`src/rtl/long_accum_pkg.sv`:
```
// Shared op_trans types and saturating-add helpers for the long accumulator.
// Arithmetic is done at MAXW bits; callers pass the result width they clamp to.
package long_accum_pkg;

    localparam int MAXW = 64;

    typedef enum logic {
        ACC = 1'b0,
        OUT = 1'b1
    } state_t;

    typedef struct packed {
        logic            clamped;
        logic [MAXW-1:0] sum;
    } sat_t;

    function automatic logic signed [MAXW:0] sat_max(input int unsigned w);
        logic signed [MAXW:0] one;
        one = (MAXW+1)'(1);
        return (one <<< (w - 1)) - one;
    endfunction

    function automatic logic signed [MAXW:0] sat_min(input int unsigned w);
        return ~sat_max(w);
    endfunction

    // a and b are already sign-extended to MAXW, so the MAXW+1 sum never wraps
    function automatic sat_t sat_add(
        input logic signed [MAXW-1:0] a,
        input logic signed [MAXW-1:0] b,
        input int unsigned            w
    );
        logic signed [MAXW:0] s;
        logic signed [MAXW:0] hi;
        logic signed [MAXW:0] lo;
        sat_t                 r;
        s  = $signed({a[MAXW-1], a}) + $signed({b[MAXW-1], b});
        hi = sat_max(w);
        lo = sat_min(w);
        r.clamped = 1'b1;
        if (s > hi) begin
            r.sum = hi[MAXW-1:0];
        end else if (s < lo) begin
            r.sum = lo[MAXW-1:0];
        end else begin
            r.clamped = 1'b0;
            r.sum     = s[MAXW-1:0];
        end
        return r;
    endfunction

endpackage

```
`src/rtl/long_accum_sat_add.sv`:
```
// Combinational signed saturating add of a sample into the accumulator.
// ACC_WIDTH must stay below MAXW.
module long_accum_sat_add #(
    parameter int DATA_WIDTH = 14,
    parameter int ACC_WIDTH  = 24
) (
    input  logic [ACC_WIDTH-1:0]  acc,
    input  logic [DATA_WIDTH-1:0] din,
    output logic [ACC_WIDTH-1:0]  sum,
    output logic                  clamped
);
    import long_accum_pkg::*;

    logic [MAXW-1:0] a_ext;
    logic [MAXW-1:0] d_ext;
    sat_t            r;
    logic            unused_hi;

    assign a_ext = {{(MAXW-ACC_WIDTH){acc[ACC_WIDTH-1]}}, acc};
    assign d_ext = {{(MAXW-DATA_WIDTH){din[DATA_WIDTH-1]}}, din};
    assign r = sat_add(a_ext, d_ext, ACC_WIDTH);

    assign sum       = r.sum[ACC_WIDTH-1:0];
    assign clamped   = r.clamped;
    // clamped result always fits, upper bits are pure sign extension
    assign unused_hi = ^r.sum[MAXW-1:ACC_WIDTH];

endmodule

```
`src/rtl/long_accum.sv`:
```
// Streaming signed accumulator: sums LEN accepted samples with saturation
// and holds each result on a valid/ready output with a sticky sat flag.
module long_accum #(
    parameter int DATA_WIDTH = 14,
    parameter int ACC_WIDTH  = 24,
    parameter int LEN        = 16
) (
    input  logic                  clk,
    input  logic                  rst,
    input  logic                  in_valid,
    output logic                  in_ready,
    input  logic [DATA_WIDTH-1:0] datain,
    output logic                  out_valid,
    input  logic                  out_ready,
    output logic [ACC_WIDTH-1:0]  dataout,
    output logic                  out_sat
);
    import long_accum_pkg::*;

    localparam int CNT_WIDTH = (LEN > 1) ? $clog2(LEN) : 1;
    localparam logic [CNT_WIDTH-1:0] LAST = CNT_WIDTH'(LEN - 1);

    state_t                 state;
    logic [ACC_WIDTH-1:0]   acc;
    logic [CNT_WIDTH-1:0]   cnt;
    logic                   sat;
    logic [ACC_WIDTH-1:0]   sum;
    logic                   clamped;

    long_accum_sat_add #(
        .DATA_WIDTH (DATA_WIDTH),
        .ACC_WIDTH  (ACC_WIDTH)
    ) u_sat_add (
        .acc     (acc),
        .din     (datain),
        .sum     (sum),
        .clamped (clamped)
    );

    assign in_ready = (state == ACC);

    always_ff @(posedge clk) begin
        if (rst) begin
            state     <= ACC;
            acc       <= '0;
            cnt       <= '0;
            sat       <= 1'b0;
            out_valid <= 1'b0;
            dataout   <= '0;
            out_sat   <= 1'b0;
        end else begin
            unique case (state)
                ACC: begin
                    if (in_valid) begin
                        if (cnt == LAST) begin
                            dataout   <= sum;
                            out_sat   <= sat | clamped;
                            out_valid <= 1'b1;
                            state     <= OUT;
                            acc       <= '0;
                            cnt       <= '0;
                            sat       <= 1'b0;
                        end else begin
                            acc <= sum;
                            cnt <= cnt + 1'b1;
                            sat <= sat | clamped;
                        end
                    end
                end
                OUT: begin
                    if (out_ready) begin
                        out_valid <= 1'b0;
                        state     <= ACC;
                    end
                end
                default: state <= ACC;
            endcase
        end
    end

endmodule

```
`config.mk`:
```
export PLATFORM = sky130hd
export DESIGN_NAME = long_accum
export DESIGN_NICKNAME = d
export VERILOG_FILES = /design/src/rtl/long_accum_pkg.sv /design/src/rtl/long_accum_sat_add.sv /design/src/rtl/long_accum.sv
export SDC_FILE = /design/constraint.sdc
export NUM_CORES = 1
export LEC_CHECK = 0
export CAP_MARGIN = 20
export CORE_UTILIZATION = 40
export CTS_CLUSTER_SIZE = 20
export DETAILED_ROUTE_END_ITERATION = 16
export PLACE_DENSITY = 0.69
export SYNTH_ARGS = -nofsm -noshare
export SYNTH_HDL_FRONTEND = slang
export SYNTH_SLANG_ARGS = --single-unit
```
`constraint.sdc`:
```
create_clock -name clk -period 5.5 [get_ports clk]
set_clock_uncertainty 0.1 [all_clocks]
set_input_delay 1.65 -clock clk [delete_from_list [all_inputs] [get_ports clk]]
set_output_delay 1.65 -clock clk [all_outputs]
set_load 0.01 [all_outputs]
```
## After elaboration in Yosys (flattened, before gate mapping)

Cells that the tools add are included.

| word-level totals | value |
|---|---|
| flip-flop bits (word level) | 56 |
| input bits | 18 |
| output and inout bits | 27 |
| logic and storage cells | 35 |

| operators by class | value |
|---|---|
| $add $sub $neg | 2 |
| magnitude comparators | 2 |
| equality and inequality tests | 4 |
| mux-type cells | 15 |
| bitwise operators | 2 |
| reduce and logical (&&, ||, !) cells | 3 |

Operators with widths:

| operator | number |
|---|---|
| $mux 24 | 3 |
| $add 24x14->25 | 1 |
| $gt 25x24->1 const B | 1 |
| $lt 25x24->1 const B | 1 |
| $mux 1 | 9 |
| $reduce_and 3->1 | 2 |
| $add 4x1->4 const B | 1 |
| $eq 4x4->1 const B | 1 |
| $mux 4 | 1 |
| $ne 2x2->1 const B | 2 |
| $pmux 1 s2 | 2 |
| $ne 2x1->1 const B | 1 |
| $reduce_and 2->1 | 1 |
| $not 1->1 | 1 |
| $or 1x1->1 | 1 |

## Longest topological paths before layout

| logic depth | value |
|---|---|
| depth in word-level cells | 6 |
| mapped depth | 12 |
| gate-level depth less buffers | 11 |

## By module

Synthesis repeated with hierarchy kept, for this count alone.

| unflattened totals | value |
|---|---|
| cells, all modules | 543 |
| area, all modules | 4,184.0 um^2 |

Modules (own cells, without submodules):

| module | instances | cells each | area each (um^2) | seq. area each (um^2) |
|---|---|---|---|---|
| long_accum | 1 | 256 | 2,113.3 | 1,121.1 |
| long_accum_sat_add | 1 | 287 | 2,070.7 | 0.0 |

## Worst setup path before layout

OpenSTA, ideal clock, no wires.

| path | value |
|---|---|
| path type | input-to-reg |
| start point | in datain[0] |
| end point | reg acc[10] |
| setup time | 60 ps |
| arrival | 3,835 ps |
| required time | 5,340 ps |
| path slack | 1,505 ps |
| stages on the path | 12 |
| buffers on the path | 1 |
| cells stage by stage | ha_1 > inv_1 > fa_1 > nor2b_1 > o2111ai_1 > a21oi_1 > o21ai_0 > and3b_4 > o31a_1 > nor2_2 > buf_2 > a221o_1 |

| between the ends | value |
|---|---|
| longest elaborated chain between the ends | 5 |
| elaborated cells between the ends (all ways) | 6 |
| classes of those cells | 1 x add/sub; 2 x order compare; 3 x mux |

Ends and longest elaborated chain:

| item | RTL line | text |
|---|---|---|
| from (decl) | long_accum.sv:12 | `input logic [DATA_WIDTH-1:0] datain,` |
| $add 24x14->25 (*) | long_accum_pkg.sv:37 | `s = $signed({a[MAXW-1], a}) + $signed({b[MAXW-1], b});` |
| $lt 25x24->1 | long_accum_pkg.sv:43 | `end else if (s < lo) begin` |
| $mux 24 | long_accum_pkg.sv:43 |  |
| $mux 24 (*) | long_accum_pkg.sv:41 | `if (s > hi) begin` |
| $mux 24 (*) | long_accum.sv:55 | `if (cnt == LAST) begin` |
| to (signal assigned) | long_accum.sv:64 | `acc <= sum;` |
| to (decl) | long_accum.sv:24 | `logic [ACC_WIDTH-1:0] acc;` |

Every way passes the cells marked *; elsewhere a longest branch is shown, timed or not.
A chain may end at the register's enable or synchronous reset.

## Worst setup path after layout

| path | value |
|---|---|
| start point | in datain[13] |
| end point | reg dataout[8] |

| between the ends | value |
|---|---|
| longest elaborated chain between the ends | 4 |
| elaborated cells between the ends (all ways) | 5 |
| classes of those cells | 1 x add/sub; 2 x order compare; 2 x mux |

Ends and longest elaborated chain:

| item | RTL line | text |
|---|---|---|
| $add 24x14->25 (*) | long_accum_pkg.sv:37 |  |
| $lt 25x24->1 | long_accum_pkg.sv:43 |  |
| $mux 24 | long_accum_pkg.sv:43 |  |
| $mux 24 (*) | long_accum_pkg.sv:41 |  |
| to (signal assigned) | long_accum.sv:56 | `dataout <= sum;` |
| to (decl) | long_accum.sv:15 | `output logic [ACC_WIDTH-1:0] dataout,` |

Marked as above.

==> impl_metrics.ini <==
[grt]
grt_overflow_total = 0
grt_pass1_wl_mm = 15.2
grt_start_max_net_pins = 33
grt_pass1_vias = 3140
track_usage = 0.212
grt_antenna_before_repair = 0

[routing]
ant_nets = 0
dr.pass1.iters = 4
route.detailed.drc = 0
vias = 3265
wl_mm = 9.10
wire_per_inst_um = 16.1
first_iter_violations = 196
via_per_inst = 5.78

[sta]
worst_pin_slew_ps = 668
fin_crit_ps = 4900
rsz0062_at_grt = false
finalHoldViolCount = 0
max_freq_ghz = 0.204
relSlewSlack = 0.553
finalSetupTns_ps = 0
slew_viol_final = 0
final.period_utilization = 0.891
setup_viol_count_final = 0

[setup_path]
crit_type = in -> reg
cp_max_fo = 14
cp_slowest_stage_delay_ps = 680
crit_chain = clkdlybuf4s50_1 > ha_1 > nand2_1 > o21ai_1 > or3b_1 > o31ai_1 > and3b_4 > a31oi_4 > buf_4 > buf_4 > a21oi_1 > nor3_1
worst-path-buf-inv = 3
cp_top_family = buffers and inverters
cp_slowest_cell = clkdlybuf4s50_1
required_ps = 5620
cp.arrival_ps = 5020
crit_top_cell = buf_4
end_kind = flip-flop
crit_path_start_kind = input pin

[yosys]
synth_top_cell_by_area = dfxtp_1
synth-edff-count = 0
netlist.area_leader.share = 0.320
yosys_warnings = 0
async_flop_share = 0
synthDistinctLibCells = 55
syn_nets = 467
avgSynthCellArea_um2 = 8.27
ys_seq_elements = 56
synth_area_leaders = dfxtp_1 32%, ha_1 8.9%, a21oi_1 7.6%, a221o_1 6.9%, nor2_1 5.3%
syn_area_um2 = 3500
synth_flop_cell = dfxtp_1
ys_seq_area_frac = 0.320
syn_inst = 423

[cells_and_area]
final_util = 0.497
drive_above_1_share = 0.0674
final_common_cell = dfxtp_1
final_nets = 504
most-common-layout-cells = 56 x dfxtp_1, 53 x a21oi_1, 48 x nor2_1, 44 x clkdlybuf4s50_1, 30 x nand2_1
final.fill_count = 836
finalInstanceArea_um2 = 4150
diodes = 0
stdcell_count = 565
area_delta_synth_final_pct = 18.5

[clocking]
cts_root_buf = clkbuf_8
cts_tree = built
clk_pin_slew_worst_paths_ps = 100
clk_latency_ps = 310
post_cts_resized = 0
cts_setup_buffers = 0
cts_buffers = 5
htree_levels = 2
hold_buffers = 0
clockBufferDepth = 2
numClockSinks = 56

[die]
die-area_um2 = 9120
core_um2 = 8340
rows = 33
die_h_um = 95.5
die_w_um = 95.5
start_util = 0.419
ios = 45

[power]
p_int_mw = 1.09
p_comb_frac = 0.546
vdd_drop_max_mv = 0.161
p_clk_frac = 0.168
p_sw_frac = 0.417
power_density_nw_per_um2 = 453
p_switching_uw = 782
p_leak_nw = 1.66
power_frac_seq = 0.285

[placement]
hpwl_mm = 6.74
place_area_um2 = 4020
dp_cells = 558
io_buffers = 44
place_congestion = 0.886

[flow_run]
cap_violations = 0

[run_status]
status = finished, final reports clean

[worst_hold_path]
hold_path_class = reg -> reg
-- per-layer routing --
metal  global-route usage  wire length (µm)  up-vias
li1                     -                 -     1634
met1                0.287              4390     1551
met2                0.360              4190       75
met3               0.0255               476        5
met4               0.0423                55        0
met5                    0                 0        -
-- per-stage QoR --
stage | power, mW | setup WS (ps) | hold slack, ps
after floorplan | 1.35 | 1510 | 329
after global placement | 1.55 | 401 | 347
after detailed placement | 1.55 | 308 | 359
after CTS | 1.88 | 613 | 384
after global routing | 2.02 | 342 | 413
final | 1.88 | 600 | 381
-- Yosys cell counts (2+ instances only) --
master,count
dfxtp_1,56
o31ai_1,4
o21ai_1,4
xor2_1,9
buf_4,6
o21a_1,6
inv_1,6
nor2b_1,9
buf_6,2
nand2_1,30
o211a_1,2
ha_1,25
or3_1,2
a211oi_1,4
o2111ai_1,3
a21oi_1,53
a221o_1,24
o21bai_1,2
xnor2_1,11
a21o_1,7
and2_1,2
nor3_1,27
a311oi_1,3
nand3b_1,3
nand4_1,4
buf_2,5
clkbuf_1,11
nor2_1,49
and3_1,4
nand2b_1,5
o21ai_0,14
nand3_1,6
or2_2,3
-- sequential cells by signal, summed over array words and instances (netlist names) --
signal,cells
sat,1
out_sat,1
out_valid,1
acc,24
state,1
cnt,4
dataout,24
-- kinds of logic after synthesis --
kind of cell             count (synthesis)  share of synthesized area
flip-flops                              56                      0.320
multiplexers                             1                    0.00286
buffers and inverters                   31                     0.0461
AO/OA/AOI/OAI                          137                      0.274
XOR/XNOR                                20                     0.0501
AND/OR/NAND/NOR                        152                      0.211
adder cells (fa/ha/maj)                 26                     0.0951
-- cell type report --
type                       instances  area [µm²]  share of cell area
clock inverter                     2        60.1              0.0145
sequential                        56        1120               0.270
multi-input combinational        336        2220               0.535
tap                              105         131              0.0317
clock buffer                       5        68.8              0.0166
timing repair buffer              55         523               0.126
inverter                           6        22.5             0.00543
-- worst register-to-register path: stages, from the launching register on --
cell and delay (ps):
dfxtp_1 340, ha_1 160, inv_1 50, fa_1 400, nor2b_1 190, o2111ai_1 190
a21oi_1 350, o21ai_0 180, and3b_4 250, a31oi_4 190, buf_4 240, buf_4 230
a21oi_1 90, nor3_1 180
-- path summary, 6_finish.rpt --
kind                             start                      end  slack (ps)  cells after the start
hold / removal    acc[23]$_SDFFE_PP0P_     acc[23]$_SDFFE_PP0P_         380                      2
setup / recovery            datain[13]  dataout[8]$_SDFFE_PP0P_         600                     12
hold reg to reg   acc[23]$_SDFFE_PP0P_     acc[23]$_SDFFE_PP0P_         380                      2
setup reg to reg   acc[0]$_SDFFE_PP0P_  dataout[8]$_SDFFE_PP0P_        2280                     13
-- power groups by stage --
stage / Clock, mW / Combinational, mW / Sequential [mW]
6_report: 0.316 / 1.03 / 0.535
5_1_grt: 0.342 / 1.13 / 0.548
2_1_floorplan: 0 / 0.814 / 0.531
3_5_place_dp: 0 / 1.01 / 0.544
4_1_cts: 0.326 / 1.02 / 0.536
3_3_place_gp: 0 / 1.00 / 0.544
Power figures use the tool's default switching activity.
